**src/rtl/fifo_pkg.sv**
```systemverilog
// Shared constants for the parametrised synchronous FIFO.
// Holds the read-mode selector values and the bit positions of the sticky error flags.
package fifo_pkg;

  localparam int FWFT_OFF = 0;
  localparam int FWFT_ON  = 1;

  localparam int ERR_OVF = 0;
  localparam int ERR_UNF = 1;
  localparam int ERR_W   = 2;

  typedef logic [ERR_W-1:0] err_t;

endpackage

```
**src/rtl/fifo_ram.sv**
```systemverilog
// Simple dual-port WIDTH x DEPTH storage.
// It has one write port and one read port whose output is registered.
module fifo_ram #(
  parameter int WIDTH = 8,
  parameter int DEPTH = 16,
  parameter int AW    = 4
) (
  input  logic             clk,
  input  logic             rst_n,
  input  logic             we,
  input  logic [AW-1:0]    waddr,
  input  logic [WIDTH-1:0] wdata,
  input  logic             re,
  input  logic [AW-1:0]    raddr,
  output logic [WIDTH-1:0] rdata
);

  logic [WIDTH-1:0] mem [DEPTH];
  logic [WIDTH-1:0] rdata_d, rdata_q;

  // NOTE: the array has no reset, so it can map onto block RAM. Only the
  // read register is reset, which keeps rdata defined after reset.
  always_ff @(posedge clk) begin
    if (we) mem[waddr] <= wdata;
  end

  always_comb begin
    rdata_d = rdata_q;
    if (re) rdata_d = mem[raddr];
  end

  // NOTE: sequential state always uses <=. A same-edge read of the slot being
  // written therefore returns the old contents.
  always_ff @(posedge clk or negedge rst_n) begin
    if (!rst_n) rdata_q <= '0;
    else        rdata_q <= rdata_d;
  end

  assign rdata = rdata_q;

endmodule

```
**src/rtl/fifo_sync_param.sv**
```systemverilog
// Single-clock FIFO with internal pointers, exported count, programmable threshold,
// sticky error flags and an optional first-word-fall-through output stage.
module fifo_sync_param
  import fifo_pkg::*;
#(
  parameter int WIDTH = 8,
  parameter int DEPTH = 16,
  parameter int FWFT  = FWFT_OFF,
  localparam int AW   = $clog2(DEPTH)
) (
  input  logic             wclk,
  input  logic             rst,
  input  logic             wen,
  input  logic [WIDTH-1:0] wdata,
  input  logic             ren,
  output logic [WIDTH-1:0] rdata,
  output logic             rvalid,
  output logic             full,
  output logic             empty,
  output logic [AW:0]      count,
  input  logic [AW:0]      thresh_level,
  output logic             threshold,
  output logic             overflow,
  output logic             underflow,
  input  logic             clr_err
);

  localparam logic [AW:0] PTR_ONE = (AW+1)'(1);

  logic             rd_ok, wr_ok;
  logic [AW:0]      wr_ptr_d, wr_ptr_q, rd_ptr_d, rd_ptr_q, count_d, count_q;
  logic             full_d, full_q, empty_d, empty_q, thr_d, thr_q;
  logic             rvalid_d, rvalid_q, byp_sel_d, byp_sel_q;
  logic [WIDTH-1:0] byp_d, byp_q, ram_rdata;
  err_t             err_d, err_q;
  logic             ram_re;
  logic [AW-1:0]    ram_raddr;

  // NOTE: every combinational output gets a default first, so no latch can be inferred.
  always_comb begin
    rd_ok    = ren && !empty_q;
    wr_ok    = wen && (!full_q || rd_ok);
    wr_ptr_d = wr_ptr_q;
    rd_ptr_d = rd_ptr_q;
    count_d  = count_q;
    if (wr_ok) wr_ptr_d = wr_ptr_q + PTR_ONE;
    if (rd_ok) rd_ptr_d = rd_ptr_q + PTR_ONE;
    if (wr_ok && !rd_ok)      count_d = count_q + PTR_ONE;
    else if (rd_ok && !wr_ok) count_d = count_q - PTR_ONE;

    empty_d = (count_d == '0);
    full_d  = (wr_ptr_d[AW-1:0] == rd_ptr_d[AW-1:0]) && (wr_ptr_d[AW] != rd_ptr_d[AW]);
    thr_d   = (count_d >= thresh_level);

    // A new error in the same cycle as clr_err leaves the flag set.
    err_d[ERR_OVF] = (wen && !wr_ok) || (err_q[ERR_OVF] && !clr_err);
    err_d[ERR_UNF] = (ren && !rd_ok) || (err_q[ERR_UNF] && !clr_err);

    rvalid_d = rd_ok;

    // In FWFT mode the RAM prefetches the next head. When that head is being
    // written on the same edge, the RAM returns stale data, so wdata is captured instead.
    byp_sel_d = (FWFT == FWFT_ON) && wr_ok && (wr_ptr_q[AW-1:0] == rd_ptr_d[AW-1:0]);
    byp_d     = byp_sel_d ? wdata : byp_q;

    ram_re    = (FWFT == FWFT_ON) ? 1'b1 : rd_ok;
    ram_raddr = (FWFT == FWFT_ON) ? rd_ptr_d[AW-1:0] : rd_ptr_q[AW-1:0];
  end

  always_ff @(posedge wclk or negedge rst) begin
    if (!rst) begin
      wr_ptr_q  <= '0;
      rd_ptr_q  <= '0;
      count_q   <= '0;
      full_q    <= 1'b0;
      empty_q   <= 1'b1;
      thr_q     <= 1'b0;
      err_q     <= '0;
      rvalid_q  <= 1'b0;
      byp_sel_q <= 1'b0;
      byp_q     <= '0;
    end else begin
      wr_ptr_q  <= wr_ptr_d;
      rd_ptr_q  <= rd_ptr_d;
      count_q   <= count_d;
      full_q    <= full_d;
      empty_q   <= empty_d;
      thr_q     <= thr_d;
      err_q     <= err_d;
      rvalid_q  <= rvalid_d;
      byp_sel_q <= byp_sel_d;
      byp_q     <= byp_d;
    end
  end

  fifo_ram #(
    .WIDTH (WIDTH),
    .DEPTH (DEPTH),
    .AW    (AW)
  ) u_ram (
    .clk   (wclk),
    .rst_n (rst),
    .we    (wr_ok),
    .waddr (wr_ptr_q[AW-1:0]),
    .wdata (wdata),
    .re    (ram_re),
    .raddr (ram_raddr),
    .rdata (ram_rdata)
  );

  assign rdata     = byp_sel_q ? byp_q : ram_rdata;
  assign rvalid    = (FWFT == FWFT_ON) ? !empty_q : rvalid_q;
  assign full      = full_q;
  assign empty     = empty_q;
  assign count     = count_q;
  assign threshold = thr_q;
  assign overflow  = err_q[ERR_OVF];
  assign underflow = err_q[ERR_UNF];

endmodule

```
**config.mk**
```make
export PLATFORM = sky130hd
export DESIGN_NAME = fifo_sync_param
export DESIGN_NICKNAME = d
export VERILOG_FILES = /design/src/rtl/fifo_pkg.sv /design/src/rtl/fifo_ram.sv /design/src/rtl/fifo_sync_param.sv
export SDC_FILE = /design/constraint.sdc
export NUM_CORES = 1
export LEC_CHECK = 0
export ABC_AREA = 1
export BUFFER_PORTS_ARGS = -buffer_cell sky130_fd_sc_hd__buf_2
export CAP_MARGIN = 20
export CORE_AREA = 2 2 163 165
export DETAILED_ROUTE_END_ITERATION = 8
export DIE_AREA = 0 0 165 167
export SLEW_MARGIN = 5
export SYNTH_ARGS = -nofsm -noshare
export SYNTH_HDL_FRONTEND = slang
export SYNTH_SLANG_ARGS = --single-unit
```
**constraint.sdc**
```tcl
create_clock -name wclk -period 4 [get_ports wclk]
set_input_delay 0.6 -clock wclk [delete_from_list [all_inputs] [get_ports wclk]]
set_output_delay 0.6 -clock wclk [all_outputs]
set_load 0.005 [all_outputs]
```
# Word level (Yosys, flattened, before mapping)
# Memories as Yosys holds them, arrays and structs flattened. A register that Yosys moved wholly into a read port is not among the register bits.
# Index checks and enable logic that the tools add are counted.
dict set report totals {
  regBits 21
  latchBits 0
  ram_bits 128
  mem_bits_ro 0
  in_bits 18
  out_inout_bits 19
  elab_cells 41
  memories 1
}
dict set report op_classes {
  add_sub_neg 4
  mul 0
  div 0
  order_cmp 1
  n_eq_ne 2
  shift 0
  n_mux 6
  n_bitwise 0
  reduce_logical 19
}
# name words word_bits rd rd_ports_with_merged_regs wr line
set memory_table {}
lappend memory_table {u_ram.mem 16 8 1 1 1 fifo_ram.sv:18} ;# logic [WIDTH-1:0] mem [DEPTH];
# op n
set ops {}
lappend ops {{2-to-1 mux 5 bit} 4}
lappend ops {{adder 5 x 1 -> 5 bit (second input constant)} 3}
lappend ops {{logical AND 1 bit} 9}
lappend ops {{zero test 1 bit} 6}
lappend ops {{>= comparator 5 bit} 1}
lappend ops {{zero test 5 bit} 1}
lappend ops {{subtractor 5 x 1 -> 5 bit (second input constant)} 1}
lappend ops {{== test 4 bit} 1}
lappend ops {{logical OR 1 bit} 3}
lappend ops {{2-to-1 mux 1 bit} 2}
lappend ops {{!= test 1 bit} 1}

# Longest topological paths before layout
# Gate-level depths: netlist of run 1.
dict set report logic_depth {
  depth_word 9
  mapped_depth 13
  depth_no_buf 13
}

# Modules after synthesis
# A second synthesis of run 1 with hierarchy kept.
dict set report hier_totals {
  cells_unflattened 667
  area_unflattened_um2 6990.5
}
# module n_inst cells_per_inst area_per_inst_um2 seq_area_each_um2
set by_module_without_submodules {}
lappend by_module_without_submodules {fifo_ram 1 483 5635.4 4043.9}
lappend by_module_without_submodules {fifo_sync_param 1 184 1355.0 526.8}

# Least setup slack after synthesis of run 1
# Ideal clock, no wire load.
dict set report synth_timing {
  kind {in2reg}
  from {input wen}
  to {register thr_q (netlist: threshold)}
  setup_ns 0.119
  arrival_ns 2.047
  t_required_ns 3.881
  slack_ns 1.834
  path_stages 12
  path_cell_list {buf_4 > inv_1 > nand2_1 > nand2_1 > xor2_2 > inv_1 > ha_1 > o21ai_0 > a21oi_1 > nand3b_1 > nand4_1 > nand2_1}
}
dict set report synth_via {
  elab_chain_len 6
  elab_cells_between_ends 7
}
# element line
set synth_rtl {}
lappend synth_rtl {{from (decl)} fifo_sync_param.sv:13} ;# input logic wen,
lappend synth_rtl {{logical AND 1 bit *} fifo_sync_param.sv:42} ;# wr_ok = wen && (!full_q || rd_ok);
lappend synth_rtl {{zero test 1 bit} fifo_sync_param.sv:49} ;# else if (rd_ok && !wr_ok) count_d = count_q - PTR_ONE;
lappend synth_rtl {{logical AND 1 bit} fifo_sync_param.sv:49}
lappend synth_rtl {{2-to-1 mux 5 bit} fifo_sync_param.sv:49}
lappend synth_rtl {{2-to-1 mux 5 bit *} fifo_sync_param.sv:48} ;# if (wr_ok && !rd_ok) count_d = count_q + PTR_ONE;
lappend synth_rtl {{via count_d[0]} fifo_sync_param.sv:31} ;# logic [AW:0] wr_ptr_d, wr_ptr_q, rd_ptr_d, rd_ptr_q, count_d, count_q;
lappend synth_rtl {{>= comparator 5 bit *} fifo_sync_param.sv:53} ;# thr_d = (count_d >= thresh_level);
lappend synth_rtl {{via thr_d} fifo_sync_param.sv:32} ;# logic full_d, full_q, empty_d, empty_q, thr_d, thr_q;
lappend synth_rtl {{to (signal assigned)} fifo_sync_param.sv:88} ;# thr_q <= thr_d;
lappend synth_rtl {{to (decl)} fifo_sync_param.sv:32}
# Mark *: on every way through the listed nets, which the timed path passes. The rest lies on a longest branch.

==> impl_metrics.csv, run 1 <==
group,metric,value,unit
global_route,antenna_found_initial,0,
worst_setup_path,crit_cells,6,
yosys,seq_area_frac_synth,0.664,
finish,fin_util,0.308,
placement,gp_routability_congestion,0.820,
global_route,grt_util_met2,0.197,
finish,finalNonFillerCells,1019,
timing,setup_viol,0,
routing,drt_iter0_drc,430,
routing,via_count,4678,
yosys,yosysWarnings,0,
finish,n_antenna_cell,0,
finish,syn2layout_area_growth,15.2,%
clocking,cts_tree,"yes",
outcome,status,"completed",
worst_setup_path,cp_top_family,"buffers and inverters",
timing,slew_headroom,0.372,
global_route,grt_max_degree,51,
placement,placedCellCount,986,
routing,wl_per_cell,16.3,µm
worst_setup_path,r2r_cells,6,
timing,finalSetupTns,0,ns
worst_setup_path,max_stage_delay,0.81,ns
power,vdd_drop_max,303,µV
min_path,hp-class,"in2async",
global_route,busiest_layer,"met2",
yosys,postSynthAreaPerCell,10.8,µm²
finish,fin_nets,700,
global_route,grt_pass1_wl,26.1,mm
global_route,grt.overflow.total,0,
clocking,holdBufCountCts,0,
worst_setup_path,critical_path_class,"reg2reg",
timing,tightest_slew,0.939,ns
clocking,h-tree-depth,4,
routing,routed_wirelength,16.6,mm
global_route,met3_usage,0.0314,
worst_setup_path,cp_data_required_time,4.31,ns
floorplan,core_area,25800,µm²
timing,finalHoldViolCount,0,
yosys,syn_inst,635,
yosys,synth.distinct_cells,34,
worst_setup_path,worstPathCellList,"inv_1 > buf_4 > o21ai_0 > a21oi_1 > nor2_1 > a21oi_1",
clocking,post_cts_buffers,0,
clocking,clkTransAtPathRegs,0.06,ns
power,p_total,0.00540,W
timing,max_freq,392,MHz
flow_run,drv_cap,0,
clocking,root_buffer,"clkbuf_16",
worst_setup_path,crit_buf_inv,2,
floorplan,fp-row-count,59,
floorplan,ios,37,
floorplan,die-area,27600,µm²
worst_setup_path,cp-start-kind,"flop",
power,p_leak,3.00,nW
timing,timing.final.crit_share,0.638,
routing,drc_errors,0,
timing,layout_min_cycle_time,2.55,ns
worst_setup_path,slowest_stage,"dfrtp_2",
finish,fillers,2592,
worst_setup_path,path_max_fanout,36,
floorplan,initial_utilization,0.267,
clocking,cts_buffer_depth,2,
clocking,clock_latency,0.42,ns
global_route,use_met1,0.170,
clocking,clock_sinks,157,
worst_setup_path,critPathArrivalTime,2.86,ns
global_route,grt_usage,0.126,
floorplan,die_h,167,µm
worst_setup_path,cpMostUsedCell,"a21oi_1",
yosys,synth_seq_cells,157,
worst_setup_path,endpoint_kind,"flop",
finish,layout-drive-gt1-share,0.136,
clocking,numCtsBuffers,17,
timing,rsz0062_at_grt,"false",
timing,drv_slew,0,
yosys,syn_area,6880,µm²
floorplan,die_w,165,µm
routing,drtPass1Iterations,5,
placement,place.port_buffers,36,
placement,hpwl,10.6,mm
yosys,synth_fp_nets,664,
power,powerDensity,681,nW/µm²
clocking,ctsResizeCount,0,
routing,avgViaCountPerCell,4.59,
global_route,grt_pass1_vias,4614,
timing,fin_skew,0.00687,ns
routing,final_antenna_net_count,0,
[cell families (layout without fill, tap and decap cells)]
| kind of cell | after synthesis | in the layout | synth area share |
|---|---|---|---|
| XOR/XNOR | 6 | 6 | 0.00873 |
| adder cells (fa/ha/maj) | 11 | 11 | 0.0200 |
| AND/OR/NAND/NOR | 282 | 282 | 0.176 |
| AO/OA/AOI/OAI | 106 | 106 | 0.0842 |
| flip-flops | 157 | 157 | 0.664 |
| buffers and inverters | 73 | 122 | 0.0465 |
[per-layer routing]
metal,vias to the layer above,wire (µm)
met5,-,0
met4,0,262
met3,22,865
met2,135,8000
met1,2276,7490
li1,2245,-
[cells in the final DEF (no fill, tap or decap), drive strengths merged]
cell	Yosys	routed
edfxtp	128	128
nor2	126	126
nand2	97	97
o21ai	69	69
inv	46	46
buf	20	42
nand3	38	38
dfrtp	28	28
clkbuf	6	23
a21oi	18	18
o211ai	17	17
ha	11	11
or2	9	9
clkinv	1	8
nor3	6	6
xor2	5	5
nand4	5	5
o22ai	2	2
bufinv	0	2
xnor2	1	1
nand3b	1	1
clkinvlp	0	1
dfstp	1	1
[metrics by stage]
step                      area, µm²  hold WS, ns  setup slack (ns)
after floorplan                6880        0.304              1.83
after global placement         7380        0.521              1.23
after detailed placement       7380        0.524              1.23
after CTS                      7930        0.242              1.42
after global routing           7930        0.265              1.13
final                          7930        0.228              1.45
[synthesized netlist by cell type]
cell,number,area share
xor2_1,4,0.0051
buf_6,2,0.0033
nor3_2,2,0.0029
nand4_1,4,0.0036
o21ai_0,64,0.047
xnor2_1,1,0.0013
o22ai_1,2,0.0018
nand3b_1,1,0.0011
nand3_2,1,0.0015
inv_1,42,0.023
o211ai_1,17,0.019
edfxtp_1,128,0.56
ha_1,11,0.020
nor2_4,2,0.0033
nand2_4,3,0.0049
nand4_2,1,0.0018
nor3_1,4,0.0029
o21ai_1,5,0.0036
nand3_1,37,0.027
a21oi_1,17,0.012
dfrtp_1,28,0.10
a21oi_2,1,0.0013
inv_2,4,0.0022
clkbuf_2,1,0.00073
or2_2,9,0.0082
nor2_1,124,0.068
buf_4,3,0.0033
xor2_2,1,0.0024
clkinv_1,1,0.00054
nand2_2,1,0.00091
buf_2,15,0.011
clkbuf_1,5,0.0027
nand2_1,93,0.051
dfstp_2,1,0.0038
[where the power goes]
group	total (W)	internal, W	switching [W]
Clock	0.00151	0.000905	0.000601
Sequential	0.00222	0.00200	0.000221
Combinational	0.00167	0.000552	0.00112
Total	0.00540	0.00346	0.00194
[area by class of cell]
type	count	area (µm²)	share of cell area
flip-flops and latches	157	4570	0.577
multi-input cells	405	1990	0.251
clock buffers	22	444	0.0560
well taps	335	419	0.0529
repair buffers	43	230	0.0290
inverters	47	176	0.0222
clock inverters	10	97.6	0.0123
[path summary, 6_finish.rpt]
path | startpoint | end | slack [ns]
setup / recovery | rd_ptr_q[0] | u_ram.rdata[3] | 1.45
hold / removal | rst | count[4] | 0.23
setup reg to reg | rd_ptr_q[0] | u_ram.rdata[3] | 1.45
hold reg to reg | u_ram.rdata[7] | u_ram.rdata[7] | 0.54
max in group asynchronous | rst | rd_ptr_q[0] | 3.27
min in group wclk | clr_err | err_q[0] | 0.38
[sequential cells by signal, indices dropped and copies added, names as in the netlist]
name / cells
count: 5
wr_ptr_q: 5
u_ram.mem: 128
err_q: 2
rvalid: 1
full: 1
threshold: 1
u_ram.rdata: 8
empty: 1
rd_ptr_q: 5
Note: power is estimated with default switching activity, not from simulation.
==> run 2: changes to the inputs <==
--- a/config.mk
+++ b/config.mk
@@ -5,12 +5,12 @@
 export SDC_FILE = /design/constraint.sdc
 export NUM_CORES = 1
 export LEC_CHECK = 0
-export ABC_AREA = 1
+export ABC_AREA = 0
 export BUFFER_PORTS_ARGS = -buffer_cell sky130_fd_sc_hd__buf_2
 export CAP_MARGIN = 20
-export CORE_AREA = 2 2 163 165
+export CORE_AREA = 2 2 158 160
 export DETAILED_ROUTE_END_ITERATION = 8
-export DIE_AREA = 0 0 165 167
+export DIE_AREA = 0 0 160 162
 export SLEW_MARGIN = 5
 export SYNTH_ARGS = -nofsm -noshare
 export SYNTH_HDL_FRONTEND = slang
==> constraint.sdc (replaced) <==
create_clock -name wclk -period 2.5 [get_ports wclk]
set_input_delay 0.375 -clock wclk [delete_from_list [all_inputs] [get_ports wclk]]
set_output_delay 0.375 -clock wclk [all_outputs]
set_load 0.005 [all_outputs]
==> impl_metrics.csv, run 2 <==
group,metric,value,unit
routing,avgViaCountPerCell,4.46,
yosys,seq_area_frac_synth,0.705,
floorplan,die_h,162,µm
clocking,root_buffer,"clkbuf_16",
routing,drc_errors,0,
clocking,clock_latency,0.42,ns
power,p_clk_frac,0.302,
routing,met2WireLength,6.43,mm
worst_setup_path,cpMostUsedCell,"nand2b_1",
yosys,synth_top_area_share,0.593,
power,p_sw,0.00271,W
routing,dr.max_layer_used,"met5",
timing,hold_ws,-0.00989,ns
global_route,grt.overflow.total,0,
timing,timing.final.crit_share,0.877,
timing,rsz0062_at_grt,"false",
routing,wl_met1,6.15,mm
placement,gp_routability_congestion,0.783,
yosys,synth_fp_nets,386,
yosys,ys_top_cells_by_area,"edfxtp_1 (59%), dfrtp_1 (11%), mux4_2 (8.7%)",
power,p_int,0.00624,W
worst_setup_path,max_stage_delay,0.54,ns
placement,hpwl,8.60,mm
placement,placedCellCount,708,
floorplan,core_area,24100,µm²
routing,wl_met3,566,µm
outcome,status,"finished, violations left",
worst_setup_path,slowest_stage,"dfstp_2",
timing,tightest_slew,0.673,ns
timing,slew_headroom,0.551,
timing,fin_skew,0.00502,ns
routing,final_antenna_net_count,0,
clocking,post_cts_buffers,0,
timing,finalHoldViolCount,18,
yosys,post-synth-top-count-cell,"edfxtp_1",
power,netSwitchingFraction,0.303,
finish,finalNonFillerCells,740,
routing,drtPass1Iterations,4,
finish,regMostFlops,"u_ram.mem",
worst_setup_path,cp_data_required_time,2.79,ns
timing,max_freq,456,MHz
worst_setup_path,r2r_slack,0.31,ns
power,p_total,0.00895,W
worst_setup_path,r2r_start,"empty",
yosys,synthArstFlopShare,0.185,
floorplan,fp-row-count,57,
yosys,yosysWarnings,0,
clocking,numCtsBuffers,17,
power,vdd_drop_max,517,µV
power,seqPwrFrac,0.398,
worst_setup_path,critical_path_class,"reg2reg",
yosys,syn_area,6480,µm²
routing,wl_per_cell,18.0,µm
yosys,postSynthAreaPerCell,18.2,µm²
yosys,synth_ff_type,"edfxtp_1",
finish,largest_reg_flops,128,
flow_run,drv_cap,0,
clocking,cts_tree,"yes",
floorplan,ios,37,
worst_setup_path,endpoint_kind,"flop",
power,powerDensity,1170,nW/µm²
clocking,h-tree-depth,4,
floorplan,die-area,25900,µm²
finish,syn2layout_area_growth,18.4,%
global_route,grt_pass1_vias,3526,
clocking,ctsResizeCount,0,
power,power_frac_comb,0.300,
clocking,holdBufCountCts,0,
power,p_leak,2.71,nW
worst_setup_path,r2r_cells,9,
timing,setup_viol,0,
finish,n_antenna_cell,0,
worst_setup_path,r2r_end,"threshold",
routing,drt_iter0_drc,240,
worst_setup_path,critPathArrivalTime,2.48,ns
routing,routed_wirelength,13.4,mm
routing,via_count,3299,
clocking,cts_buffer_depth,2,
yosys,synth.distinct_cells,42,
yosys,synth-edff-count,128,
finish,layout-drive-gt1-share,0.262,
yosys,synth_seq_cells,157,
finish,mostFrequentLayoutCells,"edfxtp_1 (128), buf_2 (36), dfrtp_1 (27)",
global_route,grt_pass1_wl,20.7,mm
worst_setup_path,cp-start-kind,"flop",
global_route,grt_max_degree,36,
yosys,yosysTopAreaCell,"edfxtp_1",
timing,drv_slew,0,
placement,place.port_buffers,36,
clocking,clock_sinks,157,
global_route,antenna_found_initial,1,
yosys,synthTopCellsByCount,"edfxtp_1 (128), dfrtp_1 (28), mux4_2 (25)",
finish,final_common_cell,"edfxtp_1",
outcome,violations,"negative hold slack",
yosys,syn_inst,357,
worst_setup_path,path_max_fanout,7,
timing,layout_min_cycle_time,2.19,ns
finish,fin_nets,432,
clocking,clkTransAtPathRegs,0.06,ns
floorplan,die_w,160,µm
global_route,grt_usage,0.108,
worst_setup_path,worstPathCellList,"nand2b_1 > a21o_1 > xnor2_1 > ha_1 > nand2b_1 > a21oi_1 > nand2_1 > a31oi_1 > o21ai_0",
floorplan,initial_utilization,0.269,
timing,finalSetupTns,0,ns
min_path,hp-class,"in2async",
-- run 2: cell count changes after synthesis, sizes merged, moves of 19 or more --
cell   before  now
and2        0   19
inv        46   11
mux4        0   32
nand2      97   12
nand3      38    3
nor2      126    5
o21ai      69    6
-- run 2: worst max path at each step --
stage	startpoint	end	slack, ns	depth (start not counted)
after global placement	empty	threshold	0.23	10
after floorplan	empty	threshold	0.32	11
after global routing	empty	threshold	0.08	9
after CTS	empty	threshold	0.17	10
after detailed placement	empty	threshold	0.19	10
final	empty	threshold	0.31	9
-- run 2: cell families after synthesis --
| kind of cell | count (synthesis) | synth area share |
|---|---|---|
| buffers and inverters | 30 | 0.0228 |
| muxes | 49 | 0.143 |
| xor gates and xnor gates | 16 | 0.0216 |
| and+or+nand+nor | 66 | 0.0552 |
| adders and majority gates | 11 | 0.0212 |
| DFF | 157 | 0.705 |
| AOI/OAI and AO/OA | 28 | 0.0307 |
-- run 2: layout make-up --
| type | count | area [µm²] |
|---|---|---|
| multi-input combinational | 170 | 1760 |
| sequential | 157 | 4570 |
| clock inverter | 15 | 190 |
| clock buffer | 17 | 425 |
| timing repair buffer | 45 | 273 |
| fill | 2367 | 16400 |
| inverter | 12 | 45.0 |
| tap | 324 | 405 |
-- run 2: critical path: cells and delay by family (launching register included) --
kind | cells | cell delay, ns
compound gates | 4 | 0.64
flops | 1 | 0.54
simple gates | 3 | 0.45
fa+ha+maj | 1 | 0.27
xor+xnor | 1 | 0.17
-- run 2: metrics by stage --
stage | cell area [µm²] | hold WS, ns | setup slack [ns] | util
finish | 7670 | -0.00989 | 0.307 | 0.318
global route | 7670 | 0.0338 | 0.0768 | 0.318
CTS | 7670 | 0.000719 | 0.166 | 0.318
detailed placement | 7060 | 0.453 | 0.190 | 0.293
global placement | 7060 | 0.456 | 0.230 | 0.293
floorplan | 6480 | 0.0794 | 0.321 | -
-- run 2: power by group through the flow --
stage          logic, W  clock network [W]  registers [W]
2_1_floorplan   0.00196                  0        0.00350
3_3_place_gp    0.00269                  0        0.00360
3_5_place_dp    0.00272                  0        0.00361
4_1_cts         0.00274            0.00275        0.00356
5_1_grt         0.00296            0.00286        0.00360
6_report        0.00268            0.00271        0.00356
-- run 2: per-layer routing --
| metal | GRT usage | up-vias |
|---|---|---|
| met3 | 0.0314 | 20 |
| met2 | 0.177 | 90 |
| met5 | 0 | - |
| met4 | 0.0352 | 2 |
| li1 | - | 1494 |
| met1 | 0.139 | 1693 |
